<file path="src/rtl/id_ex_stage.sv">
// ID/EX pipeline register with EX/MEM and MEM/WB operand forwarding and load-use stall.
// The register drives the execute-stage ALU operands directly.

module id_ex_fwd #(
  parameter int DATA_WIDTH = 32,
  parameter int REG_ADDR   = 5
) (
  input  logic [REG_ADDR-1:0]   ex_rs_i,
  input  logic [DATA_WIDTH-1:0] ex_data_i,
  input  logic                  mem_reg_write_i,
  input  logic [REG_ADDR-1:0]   mem_rd_i,
  input  logic [DATA_WIDTH-1:0] mem_alu_result_i,
  input  logic                  wb_reg_write_i,
  input  logic [REG_ADDR-1:0]   wb_rd_i,
  input  logic [DATA_WIDTH-1:0] wb_data_i,
  output logic [DATA_WIDTH-1:0] fwd_o
);
  // The younger producer (EX/MEM) has priority. x0 is never forwarded.
  always_comb begin
    fwd_o = ex_data_i;
    if (mem_reg_write_i && (mem_rd_i != '0) && (mem_rd_i == ex_rs_i))
      fwd_o = mem_alu_result_i;
    else if (wb_reg_write_i && (wb_rd_i != '0) && (wb_rd_i == ex_rs_i))
      fwd_o = wb_data_i;
  end
endmodule

module id_ex_stage #(
  parameter int DATA_WIDTH    = 32,
  parameter int OPCODE_LENGTH = 4,
  parameter int REG_ADDR      = 5
) (
  input  logic                     clk,
  input  logic                     reset,
  input  logic                     id_valid,
  input  logic [REG_ADDR-1:0]      id_rs1,
  input  logic [REG_ADDR-1:0]      id_rs2,
  input  logic [REG_ADDR-1:0]      id_rd,
  input  logic [DATA_WIDTH-1:0]    id_rs1_data,
  input  logic [DATA_WIDTH-1:0]    id_rs2_data,
  input  logic [DATA_WIDTH-1:0]    id_imm,
  input  logic [OPCODE_LENGTH-1:0] id_operation,
  input  logic                     id_alu_src,
  input  logic                     id_reg_write,
  input  logic                     id_mem_read,
  input  logic                     id_mem_write,
  input  logic                     id_branch,
  input  logic                     flush,
  input  logic                     mem_reg_write,
  input  logic [REG_ADDR-1:0]      mem_rd,
  input  logic [DATA_WIDTH-1:0]    mem_alu_result,
  input  logic                     wb_reg_write,
  input  logic [REG_ADDR-1:0]      wb_rd,
  input  logic [DATA_WIDTH-1:0]    wb_data,
  output logic                     stall,
  output logic [DATA_WIDTH-1:0]    SrcA,
  output logic [DATA_WIDTH-1:0]    SrcB,
  output logic [OPCODE_LENGTH-1:0] Operation,
  output logic [DATA_WIDTH-1:0]    ex_store_data,
  output logic                     ex_valid,
  output logic [REG_ADDR-1:0]      ex_rd,
  output logic                     ex_reg_write,
  output logic                     ex_mem_read,
  output logic                     ex_mem_write,
  output logic                     ex_branch,
  output logic [31:0]              stall_count
);
  localparam int NUM_SRC = 2;

  logic                     ex_valid_q, ex_alu_src_q;
  logic                     ex_reg_write_q, ex_mem_read_q, ex_mem_write_q, ex_branch_q;
  logic [REG_ADDR-1:0]      ex_rs1_q, ex_rs2_q, ex_rd_q;
  logic [DATA_WIDTH-1:0]    ex_rs1_data_q, ex_rs2_data_q, ex_imm_q;
  logic [OPCODE_LENGTH-1:0] ex_op_q;
  logic [31:0]              stall_cnt_q, stall_cnt_d;

  logic [NUM_SRC-1:0][REG_ADDR-1:0]   ex_rs;
  logic [NUM_SRC-1:0][DATA_WIDTH-1:0] ex_data, fwd;

  // Load in EX whose destination feeds the instruction in ID; a taken branch overrides it.
  assign stall = !flush && id_valid && ex_valid_q && ex_mem_read_q && (ex_rd_q != '0) &&
                 ((ex_rd_q == id_rs1) || (ex_rd_q == id_rs2));

  assign stall_cnt_d = (stall && (stall_cnt_q != 32'hFFFF_FFFF)) ? stall_cnt_q + 32'd1 : stall_cnt_q;

  always_ff @(posedge clk or posedge reset) begin
    if (reset) begin
      ex_valid_q     <= 1'b0;
      ex_alu_src_q   <= 1'b0;
      ex_reg_write_q <= 1'b0;
      ex_mem_read_q  <= 1'b0;
      ex_mem_write_q <= 1'b0;
      ex_branch_q    <= 1'b0;
      ex_rs1_q       <= '0;
      ex_rs2_q       <= '0;
      ex_rd_q        <= '0;
      ex_rs1_data_q  <= '0;
      ex_rs2_data_q  <= '0;
      ex_imm_q       <= '0;
      ex_op_q        <= '0;
      stall_cnt_q    <= '0;
    end else begin
      stall_cnt_q <= stall_cnt_d;
      if (flush || stall) begin
        ex_valid_q     <= 1'b0;
        ex_alu_src_q   <= 1'b0;
        ex_reg_write_q <= 1'b0;
        ex_mem_read_q  <= 1'b0;
        ex_mem_write_q <= 1'b0;
        ex_branch_q    <= 1'b0;
        ex_rs1_q       <= '0;
        ex_rs2_q       <= '0;
        ex_rd_q        <= '0;
        ex_rs1_data_q  <= '0;
        ex_rs2_data_q  <= '0;
        ex_imm_q       <= '0;
        ex_op_q        <= '0;
      end else begin
        ex_valid_q     <= id_valid;
        ex_alu_src_q   <= id_alu_src;
        ex_reg_write_q <= id_valid & id_reg_write;
        ex_mem_read_q  <= id_valid & id_mem_read;
        ex_mem_write_q <= id_valid & id_mem_write;
        ex_branch_q    <= id_valid & id_branch;
        ex_rs1_q       <= id_rs1;
        ex_rs2_q       <= id_rs2;
        ex_rd_q        <= id_rd;
        ex_rs1_data_q  <= id_rs1_data;
        ex_rs2_data_q  <= id_rs2_data;
        ex_imm_q       <= id_imm;
        ex_op_q        <= id_operation;
      end
    end
  end

  assign ex_rs[0]   = ex_rs1_q;
  assign ex_rs[1]   = ex_rs2_q;
  assign ex_data[0] = ex_rs1_data_q;
  assign ex_data[1] = ex_rs2_data_q;

  for (genvar g = 0; g < NUM_SRC; g++) begin : g_fwd
    id_ex_fwd #(.DATA_WIDTH(DATA_WIDTH), .REG_ADDR(REG_ADDR)) u_fwd (
      .ex_rs_i         (ex_rs[g]),
      .ex_data_i       (ex_data[g]),
      .mem_reg_write_i (mem_reg_write),
      .mem_rd_i        (mem_rd),
      .mem_alu_result_i(mem_alu_result),
      .wb_reg_write_i  (wb_reg_write),
      .wb_rd_i         (wb_rd),
      .wb_data_i       (wb_data),
      .fwd_o           (fwd[g])
    );
  end

  assign SrcA          = fwd[0];
  assign SrcB          = ex_alu_src_q ? ex_imm_q : fwd[1];
  assign ex_store_data = fwd[1];
  assign Operation     = ex_op_q;
  assign ex_valid      = ex_valid_q;
  assign ex_rd         = ex_rd_q;
  assign ex_reg_write  = ex_reg_write_q;
  assign ex_mem_read   = ex_mem_read_q;
  assign ex_mem_write  = ex_mem_write_q;
  assign ex_branch     = ex_branch_q;
  assign stall_count   = stall_cnt_q;
endmodule

</file>
<file path="config.mk">
export PLATFORM = sky130hd
export DESIGN_NAME = id_ex_stage
export DESIGN_NICKNAME = d
export VERILOG_FILES = /design/src/rtl/id_ex_stage.sv
export SDC_FILE = /design/constraint.sdc
export NUM_CORES = 1
export LEC_CHECK = 0
export BUFFER_PORTS_ARGS = -buffer_cell sky130_fd_sc_hd__buf_2
export CAP_MARGIN = 20
export CORE_ASPECT_RATIO = 1.25
export CORE_MARGIN = 4
export CORE_UTILIZATION = 35
export DETAILED_ROUTE_END_ITERATION = 12
export PLACE_DENSITY = 0.64
export SETUP_SLACK_MARGIN = 0.1
export SYNTH_ARGS = -nofsm -noshare
export SYNTH_HDL_FRONTEND = slang
export SYNTH_SLANG_ARGS = --single-unit
</file>
<file path="constraint.sdc">
create_clock -name clk -period 5.3 [get_ports clk]
set_input_delay 1.325 -clock clk [delete_from_list [all_inputs] [get_ports clk]]
set_output_delay 1.325 -clock clk [all_outputs]
set_load 0.05 [all_outputs]
</file>
==> impl_metrics.json, run 1 <==
{
  "status": "complete, no violations",
  "core-area_um2": 21600,
  "die_h_um": 174,
  "postRouteAntennaNets": 0,
  "cts_setup_buffers": 0,
  "rsz0062_at_grt": "false",
  "start_kind": "primary input",
  "critical_path_class": "primary input to output port",
  "clock_skew_ps": 12.1,
  "cts-root-buf": "clkbuf_16",
  "grt_overflow_total": 0,
  "ff2ff_path_depth": 7,
  "fin_util_pct": 47.8,
  "startpoint": "wb_rd[3]",
  "first_pass_iters": 4,
  "wl_per_cell_um": 18.2,
  "finish.net_count": 1261,
  "slew_headroom_pct": 40.5,
  "maxCapViolations": 0,
  "hpwl_um": 18700,
  "crit_arrival_ps": 3640,
  "power.density_nw_per_um2": 304,
  "grt_util_all_layers_pct": 19.8,
  "rr_startpoint": "ex_rd[0]$_DFF_PP0_",
  "final_area_um2": 10300,
  "die_x_um": 141,
  "routabilityCongestion": 0.928,
  "grt_max_degree": 154,
  "viasPerCell": 4.78,
  "max_freq_mhz": 201,
  "min_path_type": "flop to flop",
  "final_hold_viol_count": 0,
  "syn-cell-area_um2": 7710,
  "end_kind": "output port",
  "drt_wl_total_um": 24700,
  "ys_top_cells_by_area": "dfrtp_1 50%, and2_1 9.6%, a31oi_2 4.9%, mux2_2 4.8%, xnor2_1 4.8%",
  "grt_antenna_before_repair": 7,
  "grt_pass1_wl_um": 37700,
  "cts_resized": 0,
  "nFillCells": 2083,
  "clk-insertion-delay-late_ps": 420,
  "route.vias.total": 6491,
  "ys_warn_count": 0,
  "hold_ws_ps": 485,
  "h-tree-depth": 4,
  "cp_data_required_time_ps": 3970,
  "drc": 0,
  "worst_pin_slew_ps": 892,
  "cts_sinks": 153,
  "synth_nets": 930,
  "ys_ff_latch": 153,
  "ir_worst_vdd_mv": 0.197,
  "setup_viol": 0,
  "post-route-min-period_ps": 4960,
  "async_flop_share_pct": 100,
  "fp-row-count": 60,
  "synth.avg_cell_area_um2": 10.6,
  "ios": 343,
  "synthFlopType": "dfrtp_1",
  "clockBufferDepth": 2,
  "cts_tree": "built",
  "synth_top_cell_by_area": "dfrtp_1",
  "synth_top_area_share_pct": 49.7,
  "finalMaxSlewViolations": 0,
  "grt_pass1_vias": 6690,
  "critPathCapture": "SrcA[13]",
  "setup-tns-final_ps": 0,
  "layout-drive-gt1-share_pct": 44.6,
  "worst-path-max-fanout": 20,
  "yosysMostFrequentCell": "dfrtp_1",
  "power_w": 0.00314,
  "synth.distinct_cells": 36,
  "fp.dieArea_um2": 24500,
  "synth-edff-count": 0,
  "cts_buffers": 17,
  "ys_top_cells_by_count": "153 x dfrtp_1, 118 x and2_1, 88 x nand2_1, 42 x xnor2_1, 40 x nor2_1",
  "clk_pin_slew_worst_paths_ps": 70,
  "yosysSeqAreaShare_pct": 49.7,
  "placed_area_um2": 9680,
  "p_leak_nw": 5.10,
  "floorplan.initialDensity_pct": 35.6,
  "drt_iter0_markers": 206,
  "io_buffers": 342,
  "areaGrowthSynthToFinish_pct": 34.1,
  "r2r-end": "ex_rs1_data_q[31]$_DFF_PP0_",
  "cts_hold_buf": 0,
  "post-route-period-util_pct": 93.7,
  "synth_cells": 729,
  "r2r_slack_ps": 3070
}
[worst min-delay path by stage]
stage | startpoint | to | slack (ps) | cells after the start
after floorplan | stall_count[14]$_DFFE_PP0P_ | stall_count[14]$_DFFE_PP0P_ | 790 | 1
after global placement | stall_count[6]$_DFFE_PP0P_ | stall_count[6]$_DFFE_PP0P_ | 470 | 1
after detailed placement | stall_count[6]$_DFFE_PP0P_ | stall_count[6]$_DFFE_PP0P_ | 480 | 1
after CTS | stall_count[6]$_DFFE_PP0P_ | stall_count[6]$_DFFE_PP0P_ | 490 | 1
after global routing | stall_count[14]$_DFFE_PP0P_ | stall_count[14]$_DFFE_PP0P_ | 510 | 1
final | stall_count[6]$_DFFE_PP0P_ | stall_count[6]$_DFFE_PP0P_ | 490 | 1
[kinds of logic after synthesis]
| kind of cell | after synthesis | share of synthesized area (%) |
|---|---|---|
| and+or+nand+nor | 335 | 23.2 |
| DFF | 153 | 49.7 |
| AOI/OAI and AO/OA | 68 | 7.47 |
| muxes | 65 | 8.98 |
| xor gates and xnor gates | 61 | 6.93 |
| buffers and inverters | 46 | 3.59 |
| adders and majority gates | 1 | 0.162 |
[metrics by stage]
step / std cells / setup slack, ps
3_5_place_dp: 1320 / 345
6_report: 1357 / 336
2_1_floorplan: 729 / 287
3_3_place_gp: 1320 / 333
5_1_grt: 1356 / 136
4_1_cts: 1352 / 302
[state kept, by name (all words and copies together), names as in the netlist, 4 cells and up]
register / cells
ex_rs1_q: 5
ex_rd: 5
Operation: 4
stall_count: 32
ex_imm_q: 32
ex_rs1_data_q: 32
ex_rs2_data_q: 32
ex_rs2_q: 5
[where the power goes]
| part | total, W | internal, W | switching (W) |
|---|---|---|---|
| Combinational | 0.000581 | 0.000185 | 0.000397 |
| Clock | 0.00132 | 0.000802 | 0.000519 |
| Sequential | 0.00124 | 0.00121 | 0.0000262 |
| Total | 0.00314 | 0.00220 | 0.000942 |
[cells in the final DEF, fill, tap and decap left out, drive strengths merged, types with 4 or more instances in the layout]
cell type and count:
buf 355, dfrtp 153, and2 118, nand2 108
xnor2 42, nor2 40, mux2 33, o21ai 33
mux2i 32, a31oi 32, xor2 19, and3 18
clkbuf 18, nand4 15, nand3 15, inv 9
nor3 7, diode 5, and4 5, bufinv 4
[worst max-delay path: stages]
cell	delay, ps
buf_2	120
or4_1	120
o21a_1	150
nand4_1	130
nor3_4	620
buf_4	500
mux2i_1	140
o21ai_0	200
buf_2	320
[final cells by class]
cell class | count | area (um2) | share of cell area, %
sequential | 153 | 3830 | 37.1
multi-input combinational | 530 | 3630 | 35.1
timing repair buffer | 355 | 1860 | 18.0
clock buffer | 18 | 429 | 4.15
tap | 279 | 349 | 3.38
clock inverter | 14 | 208 | 2.01
inverter | 3 | 15.0 | 0.145
antenna | 5 | 12.5 | 0.121
[metal layers]
| metal | global-route usage (%) | vias to the layer above | share of wire (%) | wire length (um) |
|---|---|---|---|---|
| li1 | - | 3113 | - | - |
| met1 | 23.1 | 3078 | 39 | 9540 |
| met2 | 34.6 | 254 | 51 | 12600 |
| met3 | 5.48 | 40 | 7.5 | 1860 |
| met4 | 7.59 | 6 | 2.6 | 644 |
| met5 | 0 | - | 0.14 | 34 |
(Power assumes the default switching activity.)
==> inputs of run 2 (changes only) <==
==> constraint.sdc (replaced) <==
create_clock -name clk -period 5.3 [get_ports clk]
set_input_delay 1.325 -clock clk [delete_from_list [all_inputs] [get_ports clk]]
set_output_delay 1.325 -clock clk [all_outputs]
set_load 0.005 [all_outputs]
==> run 2 against run 1 <==
  * Core utilization rose by 0.087 points
  * Hold slack gained 0.77 ps
  * Register-to-register slack got worse by 150 ps
  * Worst setup slack better by 97 ps
  * Flip-flop and latch count is the same
  * Non-clock buffer count up 4
  * Final area rose by 0.18%
  * Via count rose by 0.68%
  * Highest routed layer unchanged
==> impl_metrics.json, run 2 (same netlist as run 1, synthesis figures left out) <==
{
  "status": "complete, no violations",
  "finish.net_count": 1265,
  "io_buffers": 342,
  "hpwl_um": 19500,
  "core-area_um2": 21600,
  "grt_pass1_vias": 6658,
  "p_leak_nw": 5.12,
  "clk-insertion-delay-late_ps": 430,
  "grt_overflow_total": 0,
  "cts_sinks": 153,
  "drt_wl_total_um": 24900,
  "grt_antenna_before_repair": 7,
  "final_hold_viol_count": 0,
  "cts_setup_buffers": 0,
  "postRouteAntennaNets": 0,
  "multi_input_area_um2": 3630,
  "drc": 0,
  "min_path_type": "flop to flop",
  "worst_slack_ps": 433,
  "clk_pin_slew_worst_paths_ps": 70,
  "cts_resized": 0,
  "grt_pass1_wl_um": 38100,
  "route.vias.total": 6535,
  "routabilityCongestion": 0.931,
  "cts_buffers": 17,
  "clockBufferDepth": 2,
  "preCtsSetupSlack_ps": 394,
  "crit_arrival_ps": 3540,
  "maxCapViolations": 0,
  "rsz0062_at_grt": "false",
  "slew_headroom_pct": 40.3,
  "areaGrowthSynthToFinish_pct": 34.3,
  "cp_data_required_time_ps": 3970,
  "setup-tns-final_ps": 0,
  "start_kind": "primary input",
  "die_h_um": 174,
  "final_area_um2": 10400,
  "critical_path_class": "primary input to output port",
  "fp-row-count": 60,
  "max_freq_mhz": 205,
  "final_common_cell": "buf_2",
  "fp.dieArea_um2": 24500,
  "wl_per_cell_um": 18.3,
  "grt_util_all_layers_pct": 20.1,
  "worst-path-max-fanout": 19,
  "post-route-min-period_ps": 4870,
  "grt_max_degree": 93,
  "ios": 343,
  "worst_pin_slew_ps": 894,
  "ff_latch_area_um2": 3830,
  "drt_iter0_markers": 310,
  "hold_ws_ps": 486,
  "cts_tree": "built",
  "placed_area_um2": 9730,
  "power.density_nw_per_um2": 279,
  "layout-drive-gt1-share_pct": 44.8,
  "final_cell_mix": "342 x buf_2, 152 x dfrtp_1, 118 x and2_1",
  "setup_viol": 0,
  "ir_worst_vdd_mv": 0.205,
  "end_kind": "output port",
  "die_x_um": 141,
  "post-route-period-util_pct": 91.8,
  "floorplan.initialDensity_pct": 35.6,
  "viasPerCell": 4.81,
  "first_pass_iters": 4,
  "nFillCells": 2099,
  "cts_hold_buf": 0,
  "cts-root-buf": "clkbuf_16",
  "h-tree-depth": 4,
  "clock_skew_ps": 15.5,
  "finalMaxSlewViolations": 0
}
==> run 2: report_power, final <==
part | total [W] | internal (W) | switching (W) | leakage [nW]
sequential | 0.00124 | 0.00121 | 0.0000254 | 2.00
clock | 0.00129 | 0.000756 | 0.000529 | 0.294
combinational | 0.000362 | 0.000185 | 0.000177 | 2.82
total | 0.00289 | 0.00215 | 0.000732 | 5.12
==> run 2: path summary, 6_finish.rpt <==
check | start | slack, ps | depth (start not counted) | end
setup / recovery | wb_rd[0] | 430 | 10 | SrcA[0]
hold / removal | stall_count[6]$_DFFE_PP0P_ | 490 | 1 | stall_count[6]$_DFFE_PP0P_
setup reg to reg | ex_rd[2]$_DFF_PP0_ | 2920 | 7 | ex_rs1_data_q[5]$_DFF_PP0_
hold reg to reg | stall_count[6]$_DFFE_PP0P_ | 490 | 1 | stall_count[6]$_DFFE_PP0P_
max in group asynchronous | reset | 3170 | 3 | ex_alu_src_q$_DFF_PP0_
min in group asynchronous | reset | 1080 | 2 | stall_count[6]$_DFFE_PP0P_
==> run 2: critical path, cell delays in order <==
cell and delay, ps:
buf_2 120, or4_1 520, o21a_1 210, nand4_1 120, nor3_4 60, buf_4 260
buf_4 230, mux2i_1 120, o21ai_0 360, buf_2 200
==> run 2: cell type report <==
cell class / instances / share of cell area (%)
Multi-Input combinational cell: 530 / 35.1
Antenna cell: 4 / 0.0967
Sequential cell: 153 / 37.0
Clock buffer: 18 / 4.15
Tap cell: 279 / 3.37
Inverter: 3 / 0.145
Timing Repair Buffer: 359 / 18.4
Clock inverter: 14 / 1.80
==> run 2: stage by stage <==
step	total power, W	cells	util [%]
floorplan	0.00143	729	-
global placement	0.00162	1324	45.0
detailed placement	0.00163	1324	45.0
CTS	0.00293	1356	47.8
global route	0.00302	1360	47.9
finish	0.00289	1360	47.9
==> run 2: metal layers <==
metal  vias up  routed length [um]  part of all wire, %  global-route usage, %
li1       3113                   -                    -                      -
met1      3105                9470                   38                   23.0
met2       266               12700                   51                   34.8
met3        45                2000                  8.1                   5.92
met4         6                 659                  2.6                   8.36
met5         -                  45                 0.18                      0
==> inputs of run 3 (changes only) <==
--- a/config.mk
+++ b/config.mk
@@ -11,6 +11,7 @@
 export CORE_MARGIN = 4
 export CORE_UTILIZATION = 35
 export DETAILED_ROUTE_END_ITERATION = 12
+export GPL_TIMING_DRIVEN = 0
 export PLACE_DENSITY = 0.64
 export SETUP_SLACK_MARGIN = 0.1
 export SYNTH_ARGS = -nofsm -noshare
==> run 3 against run 2 <==
  * Sequential share of layout area shrank 0.47 points
  * Hold slack gained 7.1 ps
  * Non-clock buffer count grew 32
  * First-iteration DRC count shrank 20%
  * Worst setup slack gained 75 ps
  * Final cell count grew 2.4%
  * Combinational power grew 5.8%
  * Final area grew 1.3%
  * Global-route usage grew 1.7 points
  * Power shrank 1.7%
  * Critical endpoint is now SrcB[5]
  * Largest power group is now registers
  * Highest routed layer unchanged
==> impl_metrics.json, run 3 (same netlist as run 1, synthesis figures left out) <==
{
  "final_cell_mix": "351 x buf_2, 153 x dfrtp_1, 118 x and2_1",
  "h-tree-depth": 4,
  "fp-row-count": 60,
  "finish.net_count": 1297,
  "route.vias.total": 6712,
  "postRouteAntennaNets": 0,
  "grt_util_all_layers_pct": 21.8,
  "final_common_cell": "buf_2",
  "clkPwrFrac_pct": 43.1,
  "maxCapViolations": 0,
  "cts-root-buf": "clkbuf_16",
  "floorplan.initialDensity_pct": 35.6,
  "cts_buffers": 17,
  "clockBufferDepth": 2,
  "post-route-period-util_pct": 90.4,
  "final_hold_viol_count": 0,
  "worst-path-max-fanout": 10,
  "drt_wl_total_um": 27000,
  "grt_pass1_vias": 6903,
  "cp_slowest_cell": "or4_1",
  "drt_iter0_markers": 248,
  "p_int_w": 0.00207,
  "crit_arrival_ps": 3470,
  "clock_skew_ps": 16.6,
  "combPwrFrac_pct": 13.5,
  "die_x_um": 141,
  "seqPwrFrac_pct": 43.4,
  "cts_setup_buffers": 0,
  "setup_viol": 0,
  "crit_top_cell": "buf_2",
  "finalMaxSlewViolations": 0,
  "rsz0062_at_grt": "false",
  "clk_pin_slew_worst_paths_ps": 70,
  "routabilityCongestion": 0.855,
  "p_sw_w": 0.000764,
  "slowest_delay_ps": 520,
  "grt_antenna_before_repair": 6,
  "first_pass_iters": 4,
  "viasPerCell": 4.82,
  "cp_data_required_time_ps": 3970,
  "p_sw_share_pct": 26.9,
  "ios": 343,
  "max_freq_mhz": 209,
  "critical_path_class": "primary input to output port",
  "post-route-min-period_ps": 4790,
  "ir_worst_vdd_mv": 0.213,
  "grt_max_degree": 33,
  "clk-insertion-delay-late_ps": 430,
  "areaGrowthSynthToFinish_pct": 36.0,
  "core-area_um2": 21600,
  "layout-drive-gt1-share_pct": 43.9,
  "cts_hold_buf": 0,
  "die_h_um": 174,
  "status": "complete, no violations",
  "power_w": 0.00284,
  "slew_headroom_pct": 55.9,
  "drc": 0,
  "cts_tree": "built",
  "setup-tns-final_ps": 0,
  "io_buffers": 342,
  "grt_overflow_total": 0,
  "p_leak_nw": 5.20,
  "end_kind": "output port",
  "power.density_nw_per_um2": 271,
  "cts_sinks": 153,
  "wl_per_cell_um": 19.4,
  "crit_chain": "buf_2, or4_1, o21a_1, nand3_1, buf_2, nand2_1, a31oi_2, mux2_2, buf_2",
  "cts_resized": 0,
  "start_kind": "primary input",
  "nFillCells": 2096,
  "fp.dieArea_um2": 24500,
  "worst_pin_slew_ps": 661,
  "hpwl_um": 21400,
  "min_path_type": "flop to flop",
  "grt_pass1_wl_um": 40800
}
-- run 3: changes by cell type in the layout (fill, tap and decap cells not counted), sizes merged --
cell	before	now
clkinvlp	4	2
clkinv	1	3
buf	359	367
inv	9	11
bufinv	3	1
clkbuf	18	42
-- run 3: worst max-delay path: cells and delay by family --
family          cells  cell delay, ps
simple gates        3             870
buf+inv             3             550
compound gates      2             460
mux                 1             250
-- run 3: layer usage --
layer / global-route usage [%] / share of wire, % / vias to the layer above
met1: 25.1 / 38 / 3204
li1: - / - / 3180
met5: 0 / 0.078 / -
met3: 6.88 / 8.1 / 45
met4: 6.79 / 2.3 / 4
met2: 38.3 / 51 / 279
-- run 3: layout make-up --
type	count	area [um2]	share of cell area, %
Sequential cell	153	3830	36.5
Multi-Input combinational cell	530	3600	34.4
Timing Repair Buffer	348	1830	17.5
Clock buffer	18	429	4.09
Tap cell	279	349	3.33
Buffer	43	265	2.53
Clock inverter	14	150	1.43
Inverter	3	15.0	0.143
Antenna cell	4	10.0	0.0955
-- run 3: path summary, 6_finish.rpt --
kind                                            startpoint                     endpoint  slack [ps]  depth (start not counted)
max in group asynchronous                            reset  ex_rs2_data_q[10]$_DFF_PP0_        3430                          5
worst max register to register          ex_rd[4]$_DFF_PP0_       ex_imm_q[27]$_DFF_PP0_        2720                          8
min in group asynchronous                            reset   stall_count[5]$_DFFE_PP0P_         940                          2
worst min-delay path            stall_count[6]$_DFFE_PP0P_   stall_count[6]$_DFFE_PP0P_         490                          1
worst max-delay path                              wb_rd[0]                      SrcB[5]         510                          9
worst min register to register  stall_count[6]$_DFFE_PP0P_   stall_count[6]$_DFFE_PP0P_         490                          1
-- run 3: power by group through the flow --
stage	combinational, W	sequential [W]	clock [W]
after CTS	0.000391	0.00123	0.00125
after detailed placement	0.000389	0.00125	0
final	0.000383	0.00123	0.00122
after floorplan	0.000177	0.00125	0
after global placement	0.000373	0.00125	0
after global routing	0.000423	0.00124	0.00130
-- run 3: stage by stage --
| step | util, % | cell area (um2) | hold WS [ps] | setup WS [ps] | instances |
|---|---|---|---|---|---|
| after floorplan | - | 7710 | 481 | 1110 | 729 |
| after global placement | 45.2 | 9770 | 475 | 219 | 1350 |
| after detailed placement | 45.8 | 9890 | 482 | 507 | 1356 |
| after CTS | 48.4 | 10500 | 494 | 497 | 1388 |
| after global routing | 48.5 | 10500 | 512 | 410 | 1392 |
| final | 48.5 | 10500 | 493 | 508 | 1392 |
